### src/rtl/lock_pkg.sv
// Shared types and defaults for the lock supervisor: FSM encoding, counter widths, parameter defaults.
package lock_pkg;

  localparam int unsigned FAIL_W  = 8;
  localparam int unsigned LOCK_W  = 4;
  localparam int unsigned TIMER_W = 16;

  localparam int unsigned LG_MAX_FAIL       = 3;
  localparam int unsigned LG_LOCKOUT_CYCLES = 16;
  localparam int unsigned LG_MAX_LOCKOUTS   = 2;

  typedef enum logic [1:0] {
    ST_ARMED   = 2'b00,
    ST_LOCKOUT = 2'b01,
    ST_ALARM   = 2'b10
  } lg_state_e;

endpackage

### src/rtl/lock_edge_det.sv
// Single-bit rising-edge detector; history resets to 1 so a level already high at reset release is not an edge.
module lock_edge_det (
  input  logic clock,
  input  logic resetphase,
  input  logic sig,
  output logic rise_c
);

  logic hist;

  always_ff @(posedge clock) begin
    if (resetphase) hist <= 1'b1;
    else            hist <= sig;
  end

  assign rise_c = sig & ~hist;

endmodule

### src/rtl/lock_guard.sv
// Supervisor for the sequence-detector lock: counts failed attempts, enforces timed lockouts,
// escalates to a sticky alarm, and gates the key source while blocked.
module lock_guard
  import lock_pkg::*;
#(
  parameter int unsigned MAX_FAIL       = LG_MAX_FAIL,
  parameter int unsigned LOCKOUT_CYCLES = LG_LOCKOUT_CYCLES,
  parameter int unsigned MAX_LOCKOUTS   = LG_MAX_LOCKOUTS
) (
  input  logic               clock,
  input  logic               resetphase,
  input  logic               det,
  input  logic               k,
  input  logic               error,
  output logic               seq_block,
  output logic               grant,
  output logic               lockout,
  output logic               alarm,
  output logic [FAIL_W-1:0]  fail_cnt,
  output logic [LOCK_W-1:0]  lockout_cnt,
  output logic [1:0]         state_o
);

  localparam logic [FAIL_W-1:0]  FAIL_LAST  = FAIL_W'(MAX_FAIL - 1);
  localparam logic [LOCK_W-1:0]  LOCK_MAX   = LOCK_W'(MAX_LOCKOUTS);
  localparam logic [TIMER_W-1:0] TIMER_LOAD = TIMER_W'(LOCKOUT_CYCLES - 1);

  logic det_ev, k_ev, err_ev;

  lg_state_e          state_q, state_d;
  logic [FAIL_W-1:0]  fail_d;
  logic [LOCK_W-1:0]  lock_d, lock_inc;
  logic [TIMER_W-1:0] timer, timer_d;
  logic               grant_d;

  lock_edge_det u_det_edge (.clock(clock), .resetphase(resetphase), .sig(det),   .rise_c(det_ev));
  lock_edge_det u_k_edge   (.clock(clock), .resetphase(resetphase), .sig(k),     .rise_c(k_ev));
  lock_edge_det u_err_edge (.clock(clock), .resetphase(resetphase), .sig(error), .rise_c(err_ev));

  // Saturating lockout tally so a wide count can never wrap past the alarm threshold.
  assign lock_inc = (lockout_cnt >= LOCK_MAX) ? LOCK_MAX : lockout_cnt + LOCK_W'(1);

  // Next-state and counter logic; an error always outranks a simultaneous unlock.
  always_comb begin
    state_d = state_q;
    fail_d  = fail_cnt;
    lock_d  = lockout_cnt;
    timer_d = timer;
    grant_d = 1'b0;
    case (state_q)
      ST_ARMED: begin
        if (err_ev) begin
          if (fail_cnt >= FAIL_LAST) begin
            fail_d = '0;
            lock_d = lock_inc;
            if (lock_inc >= LOCK_MAX) begin
              state_d = ST_ALARM;
            end else begin
              state_d = ST_LOCKOUT;
              timer_d = TIMER_LOAD;
            end
          end else begin
            fail_d = fail_cnt + FAIL_W'(1);
          end
        end else if (det_ev || k_ev) begin
          grant_d = 1'b1;
          fail_d  = '0;
          lock_d  = '0;
        end
      end
      ST_LOCKOUT: begin
        if (timer == '0) state_d = ST_ARMED;
        else             timer_d = timer - TIMER_W'(1);
      end
      ST_ALARM: begin
        state_d = ST_ALARM;
      end
      default: begin
        state_d = ST_ARMED;
        fail_d  = '0;
        lock_d  = '0;
        timer_d = '0;
      end
    endcase
  end

  // Status outputs are registered from the next state so they align with state_o.
  always_ff @(posedge clock) begin
    if (resetphase) begin
      state_q     <= ST_ARMED;
      fail_cnt    <= '0;
      lockout_cnt <= '0;
      timer       <= '0;
      grant       <= 1'b0;
      seq_block   <= 1'b0;
      lockout     <= 1'b0;
      alarm       <= 1'b0;
    end else begin
      state_q     <= state_d;
      fail_cnt    <= fail_d;
      lockout_cnt <= lock_d;
      timer       <= timer_d;
      grant       <= grant_d;
      seq_block   <= (state_d != ST_ARMED);
      lockout     <= (state_d == ST_LOCKOUT);
      alarm       <= (state_d == ST_ALARM);
    end
  end

  assign state_o = state_q;

endmodule

### config.mk
export PLATFORM = sky130hd
export DESIGN_NAME = lock_guard
export DESIGN_NICKNAME = d
export VERILOG_FILES = /design/src/rtl/lock_pkg.sv /design/src/rtl/lock_edge_det.sv /design/src/rtl/lock_guard.sv
export SDC_FILE = /design/constraint.sdc
export NUM_CORES = 1
export LEC_CHECK = 0
export ABC_AREA = 1
export ABC_CLOCK_PERIOD_IN_PS = 2700
export CELL_PAD_IN_SITES_DETAIL_PLACEMENT = 0
export CELL_PAD_IN_SITES_GLOBAL_PLACEMENT = 1
export CORE_ASPECT_RATIO = 1.5
export CORE_MARGIN = 5
export CORE_UTILIZATION = 44
export CTS_BUF_LIST = sky130_fd_sc_hd__clkbuf_4
export CTS_CLUSTER_SIZE = 24
export DETAILED_ROUTE_END_ITERATION = 8
export PLACE_DENSITY_LB_ADDON = 0.1
export RECOVER_POWER = 50
export SLEW_MARGIN = 10
export SYNTH_ARGS = -nofsm -noshare
export SYNTH_HDL_FRONTEND = slang
export SYNTH_SLANG_ARGS = --single-unit
### constraint.sdc
create_clock -name clock -period 2.7 [get_ports clock]
set_input_delay 0.405 -clock clock [delete_from_list [all_inputs] [get_ports clock]]
set_output_delay 0.405 -clock clock [all_outputs]
set_load 0.01 [all_outputs]
# ---- After elaboration in Yosys (flattened, before gate mapping)
# Index checks and enable logic that the tools add are counted.
dict set report op_classes {
  magnitude_cmp 3
  n_mux 20
  eq_ne 10
  n_addsub 3
  bitwise_logic 9
  reduce_logical 9
}
# op count
set ops {}
lappend ops {{two-way mux 16 bit} 4}
lappend ops {{case mux 16 bit (3 select lines)} 1}
lappend ops {{two-way mux 8 bit} 3}
lappend ops {{zero test 16 bit} 1}
lappend ops {{two-way mux 4 bit} 4}
lappend ops {{case mux 8 bit (2 select lines)} 1}
lappend ops {{subtractor 16 x 1 -> 16 bit, second input constant} 1}
lappend ops {{adder 8 x 1 -> 8 bit, second input constant} 1}
lappend ops {{>= comparator 4 x 2 -> 1 bit, second input constant} 2}
lappend ops {{>= comparator 8 x 2 -> 1 bit, second input constant} 1}
lappend ops {{two-way mux 2 bit} 4}
lappend ops {{inequality test 2 bit, second input constant} 4}
lappend ops {{case mux 4 bit (2 select lines)} 1}
lappend ops {{inequality test 3 bit, second input constant} 2}
lappend ops {{NOT 1 bit} 6}
lappend ops {{case mux 2 bit (3 select lines)} 1}
lappend ops {{AND reduction 5 bit} 1}
lappend ops {{adder 4 x 1 -> 4 bit, second input constant} 1}
lappend ops {{== test 2 x 1 -> 1 bit, second input constant} 2}
lappend ops {{== test 2 bit, second input constant} 2}
lappend ops {{AND 1 bit} 3}
lappend ops {{AND reduction 3 bit} 1}
lappend ops {{OR reduction 3 bit} 1}
lappend ops {{zero test 2 bit} 1}
lappend ops {{5 further kinds} 5}
dict set report word_totals {
  out_inout_bits 18
  input_bits 5
  ff_bits 37
}

# ---- Depth between registers and ports, before layout
dict set report logic_depth {
  depth_word 8
  mapped_depth 13
}

# ---- Hierarchy
# A second synthesis with hierarchy kept.
dict set report hier_totals {
  cells_unflattened 304
  area_unflattened_um2 2127.0
}
# module area_per_inst_um2 seq_area_each_um2 n_inst cells_each
set by_module_without_submodules {}
lappend by_module_without_submodules {lock_guard 2014.4 680.7 1 289}
lappend by_module_without_submodules {lock_edge_det 37.5 20.0 3 5}

# ---- Worst setup path after synthesis
# Ideal clock, no wire load.
dict set report synth_timing {
  path_type {reg2reg}
  from {register lockout_cnt[0]}
  to {register timer[12]}
  slack_ns 1.011
  arrival_ns 1.556
  setup_ns 0.133
  period_less_slack_ns 1.689
  stages_incl_launch_ff 12
  path_cell_list {dfxtp_1 inv_1 ha_1 nor2_1 nand3_1 nor2_1 nand2_1 nand2_1 nand3_4 buf_6 nand2_1 a21oi_2}
}
dict set report synth_via {
  elab_chain_len 5
}
# item line_no
set synth_rtl {}
lappend synth_rtl {{from (decl)} lock_guard.sv:20} ;# output logic [LOCK_W-1:0] lockout_cnt,
lappend synth_rtl {{from (signal assigned)} lock_guard.sv:101} ;# lockout_cnt <= lock_d;
lappend synth_rtl {{adder 4 x 1 -> 4 bit or >= comparator 4 x 2 -> 1 bit (tied branches)} lock_guard.sv:41} ;# assign lock_inc = (lockout_cnt >= LOCK_MAX) ? LOCK_MAX : lockout_cnt + LOCK_W'(1);
lappend synth_rtl {{two-way mux 4 bit *} lock_guard.sv:41}
lappend synth_rtl {{>= comparator 4 x 2 -> 1 bit *} lock_guard.sv:56} ;# if (lock_inc >= LOCK_MAX) begin
lappend synth_rtl {{inequality test 2 bit (no source line) *} --}
lappend synth_rtl {{AND reduction 5 bit (no source line) *} --}
lappend synth_rtl {{to (signal assigned)} lock_guard.sv:102} ;# timer <= timer_d;
lappend synth_rtl {{to (decl)} lock_guard.sv:33} ;# logic [TIMER_W-1:0] timer, timer_d;
# Mark *: on every way between the ends. The rest lies on a longest branch, timed or not.
# A chain may end at the register's enable or synchronous reset.

# ---- Final worst setup path
dict set report layout_timing {
  from {register state_q[0] (netlist: state_o[0])}
  to {register fail_cnt[2]}
}
dict set report layout_via {
  elab_chain_len 4
}
# item line_no
set layout_rtl {}
lappend layout_rtl {{from (decl)} lock_guard.sv:30} ;# lg_state_e state_q, state_d;
lappend layout_rtl {{from (signal assigned)} lock_guard.sv:99} ;# state_q <= state_d;
lappend layout_rtl {{== test 2 x 1 -> 1 bit or == test 2 bit (tied branches)} lock_guard.sv:50} ;# case (state_q)
lappend layout_rtl {{OR reduction 2 bit (no source line)} --}
lappend layout_rtl {{NOT 1 bit (no source line)} --}
lappend layout_rtl {{AND reduction 2 bit (no source line)} --}
lappend layout_rtl {{to (signal assigned)} lock_guard.sv:100} ;# fail_cnt <= fail_d;
lappend layout_rtl {{to (decl)} lock_guard.sv:19} ;# output logic [FAIL_W-1:0] fail_cnt,
# Several ways; a longest one is shown, not always the timed one.

==> results.txt <==
antenna cell count = 0
initial antenna violation count = 0
post-route ant nets = 0
crit path launch type = flop
max_cap viols = 0
Clock Latency Late Sink = 0.35 ns
top sig layer = met4
path type of the worst setup path = flop to flop
Layout Nets = 358
Seq cells post-synth = 37
FF-to-FF path depth = 8
TritonCTS clock tree = yes
IO Port Bufs = 22
Distinct cells, synth = 25
Slew Limit Headroom = 58.01%
Synthesis Warnings = 0
Fin Setup TNS = 0 ns
Final min period = 2.117 ns
Final Max Tran Viols = 0
Cell Rows = 31
chip width = 66.54 um
fin crit share = 78.40%
reg2reg start = state_o[0]
Critical path origin = state_o[0]
M1 wire length = 1860 um
first-pass detailed-route iteration total = 4
Clock Tree Buf Depth = 2
Initial Util = 44.58%
drt wl/cell = 11.21 um
Hold Path Cell Cnt = 2
largest net degree at the start of global routing = 22
PD cells = 415.7 nW/um^2
CTS Sinks = 37
Fin. Hold Viols = 0
DRT iter0 DRCs = 80
Worst-path clk slew = 0.12 ns
final setup margin = 0.5832 ns
met2 wire len = 2552 um
syn nets = 335
DP Cell Count = 403
PostCTS Resize Cnt = 0
f_max = 472.4 MHz
top cell type's share of synthesized area = 35.11%
CTS Hold Buffers Added = 0
Seq/Total Area, Yosys = 35.11%
worst slack at placement = 0.4625 ns
Fillers = 545
Worst-Margin Slew = 0.6285 ns
Post CTS Setup Buffer Count = 0
Core ar. = 4732 um^2
clock skew = 0.004593 ns
WP data required = 2.99 ns
layout cells sized above 1 = 6.957%
htree depth = 2
DRC violations left = 0
Post-Synthesis Mean Instance Area = 6.572 um^2
clock root buffer = clkbuf_4
setup violation total in the final timing report = 0
CP endpoint kind = flop
Total Wirelength = 4606 um
Post-Syn Area = 2110 um^2
Hold Path Class = flop to flop
Max IR drop VDD = 0.2227 mV
Total GRT Usage = 16.55%
chip height = 94.81 um
Vias = 1,957
status = complete, no violations
die area = 6308 um^2
routed vias/inst = 4.762
post-synth top area cell = dfxtp_1
Hold Startpoint = lockout_cnt[3]
main area contributors after synthesis = dfxtp_1 35%, nand2_1 18%, nor2_1 10%, inv_1 6.9%, nand3_1 5.5%
Gate Count Post-Synth = 321
I/O Pins = 23
met3 WL = 111 um
CP arrival = 2.41 ns
hpwl dp = 3527 um
Final Wtd Congestion = 0.7876
CTS buffer count = 5
gr ovfl total = 0
global-route wire length before repair = 8114 um
worst-path maximum fanout = 9
RSZ-0062 raised after global routing = no
vias in the first global route = 1,877
leak pwr = 1.240 nW
total power = 1.010 mW
Area growth, synth to finish = 15.18%
Post-Layout Cell Count = 411
cells in the mapped netlist (all sizes together):
master / count
a21oi: 19
buf: 3
clkbuf: 4
clkinv: 1
dfxtp: 37
ha: 9
inv: 39
nand2: 100
nand3: 26
nand3b: 1
nand4: 1
nor2: 66
o21ai: 8
o21bai: 1
o22ai: 1
o31ai: 1
xnor2: 3
xor2: 1
per-layer routing:
layer  global-route usage [%]  up-vias
met2                    31.90       16
met1                    17.04      900
met4                    6.610        0
li1                         -     1034
met5                        0        -
met3                    2.857        7
stage by stage:
step           hold slack (ns)  util (%)  cell area, um^2
2_1_floorplan           0.4586         -             2110
3_3_place_gp            0.4405     50.32             2381
3_5_place_dp            0.4437     50.32             2381
4_1_cts                 0.4630     51.48             2436
5_1_grt                 0.4841     51.35             2430
6_report                0.4567     51.35             2430
path summary, 6_finish.rpt:
path,endpoint,slack [ns]
worst max-delay path,fail_cnt[2],0.58
worst max register to register,fail_cnt[2],0.58
worst min register to register,lockout_cnt[3],0.46
worst min-delay path,lockout_cnt[3],0.46
cell families (layout without fill, tap and decap cells):
| kind of cell | Yosys count | count (layout) | share of synthesized area [%] |
|---|---|---|---|
| AOI/OAI and AO/OA | 30 | 30 | 8.304 |
| adders and majority gates | 9 | 9 | 5.338 |
| buffers and inverters | 47 | 71 | 8.956 |
| and+or+nand+nor | 194 | 194 | 40.63 |
| DFF | 37 | 37 | 35.11 |
| xor gates and xnor gates | 4 | 4 | 1.661 |
cell type report:
type	count	area, um^2	share of cell area [%]
clock inverters	3	17.52	0.7209
clock buffers	5	37.54	1.545
flip-flops and latches	37	740.7	30.48
multi-input cells	237	1174	48.30
well taps	66	82.58	3.399
inverters	40	150.1	6.179
repair buffers	23	227.7	9.372
registers in the layout (all words and copies together) (netlist names):
| signal | count |
|---|---|
| grant | 1 |
| alarm | 1 |
| u_err_edge.hist | 1 |
| u_det_edge.hist | 1 |
| lockout_cnt | 4 |
| timer | 16 |
| u_k_edge.hist | 1 |
| fail_cnt | 8 |
| state_o | 2 |
| seq_block | 1 |
| lockout | 1 |
placed cells by master (no fill, tap or decap), drive strengths merged, types with 3 or more instances in the layout:
master	n
nand3	26
dfxtp	37
o21ai	8
clkdlybuf4s50	3
nor2	66
clkinv	3
dlygate4sd3	19
nand2	100
a21oi	19
xnor2	3
clkbuf	5
ha	9
inv	39
worst max-delay path: stages, from the launching register on:
cell	delay [ns]
dfxtp_1	0.39
inv_1	0.11
ha_1	0.31
nand2_1	0.13
o21bai_1	0.54
inv_1	0.20
nand2_1	0.16
nand2_1	0.09
a21oi_1	0.12
power by group:
group          total [mW]  switching [mW]  leakage [nW]  internal [mW]
Sequential          0.564         0.00740         0.299          0.557
Clock               0.301           0.202        0.0310         0.0983
Combinational       0.145          0.0923         0.909         0.0528
Total                1.01           0.302          1.24          0.708
No activity file was read; power rests on OpenSTA's default activity.
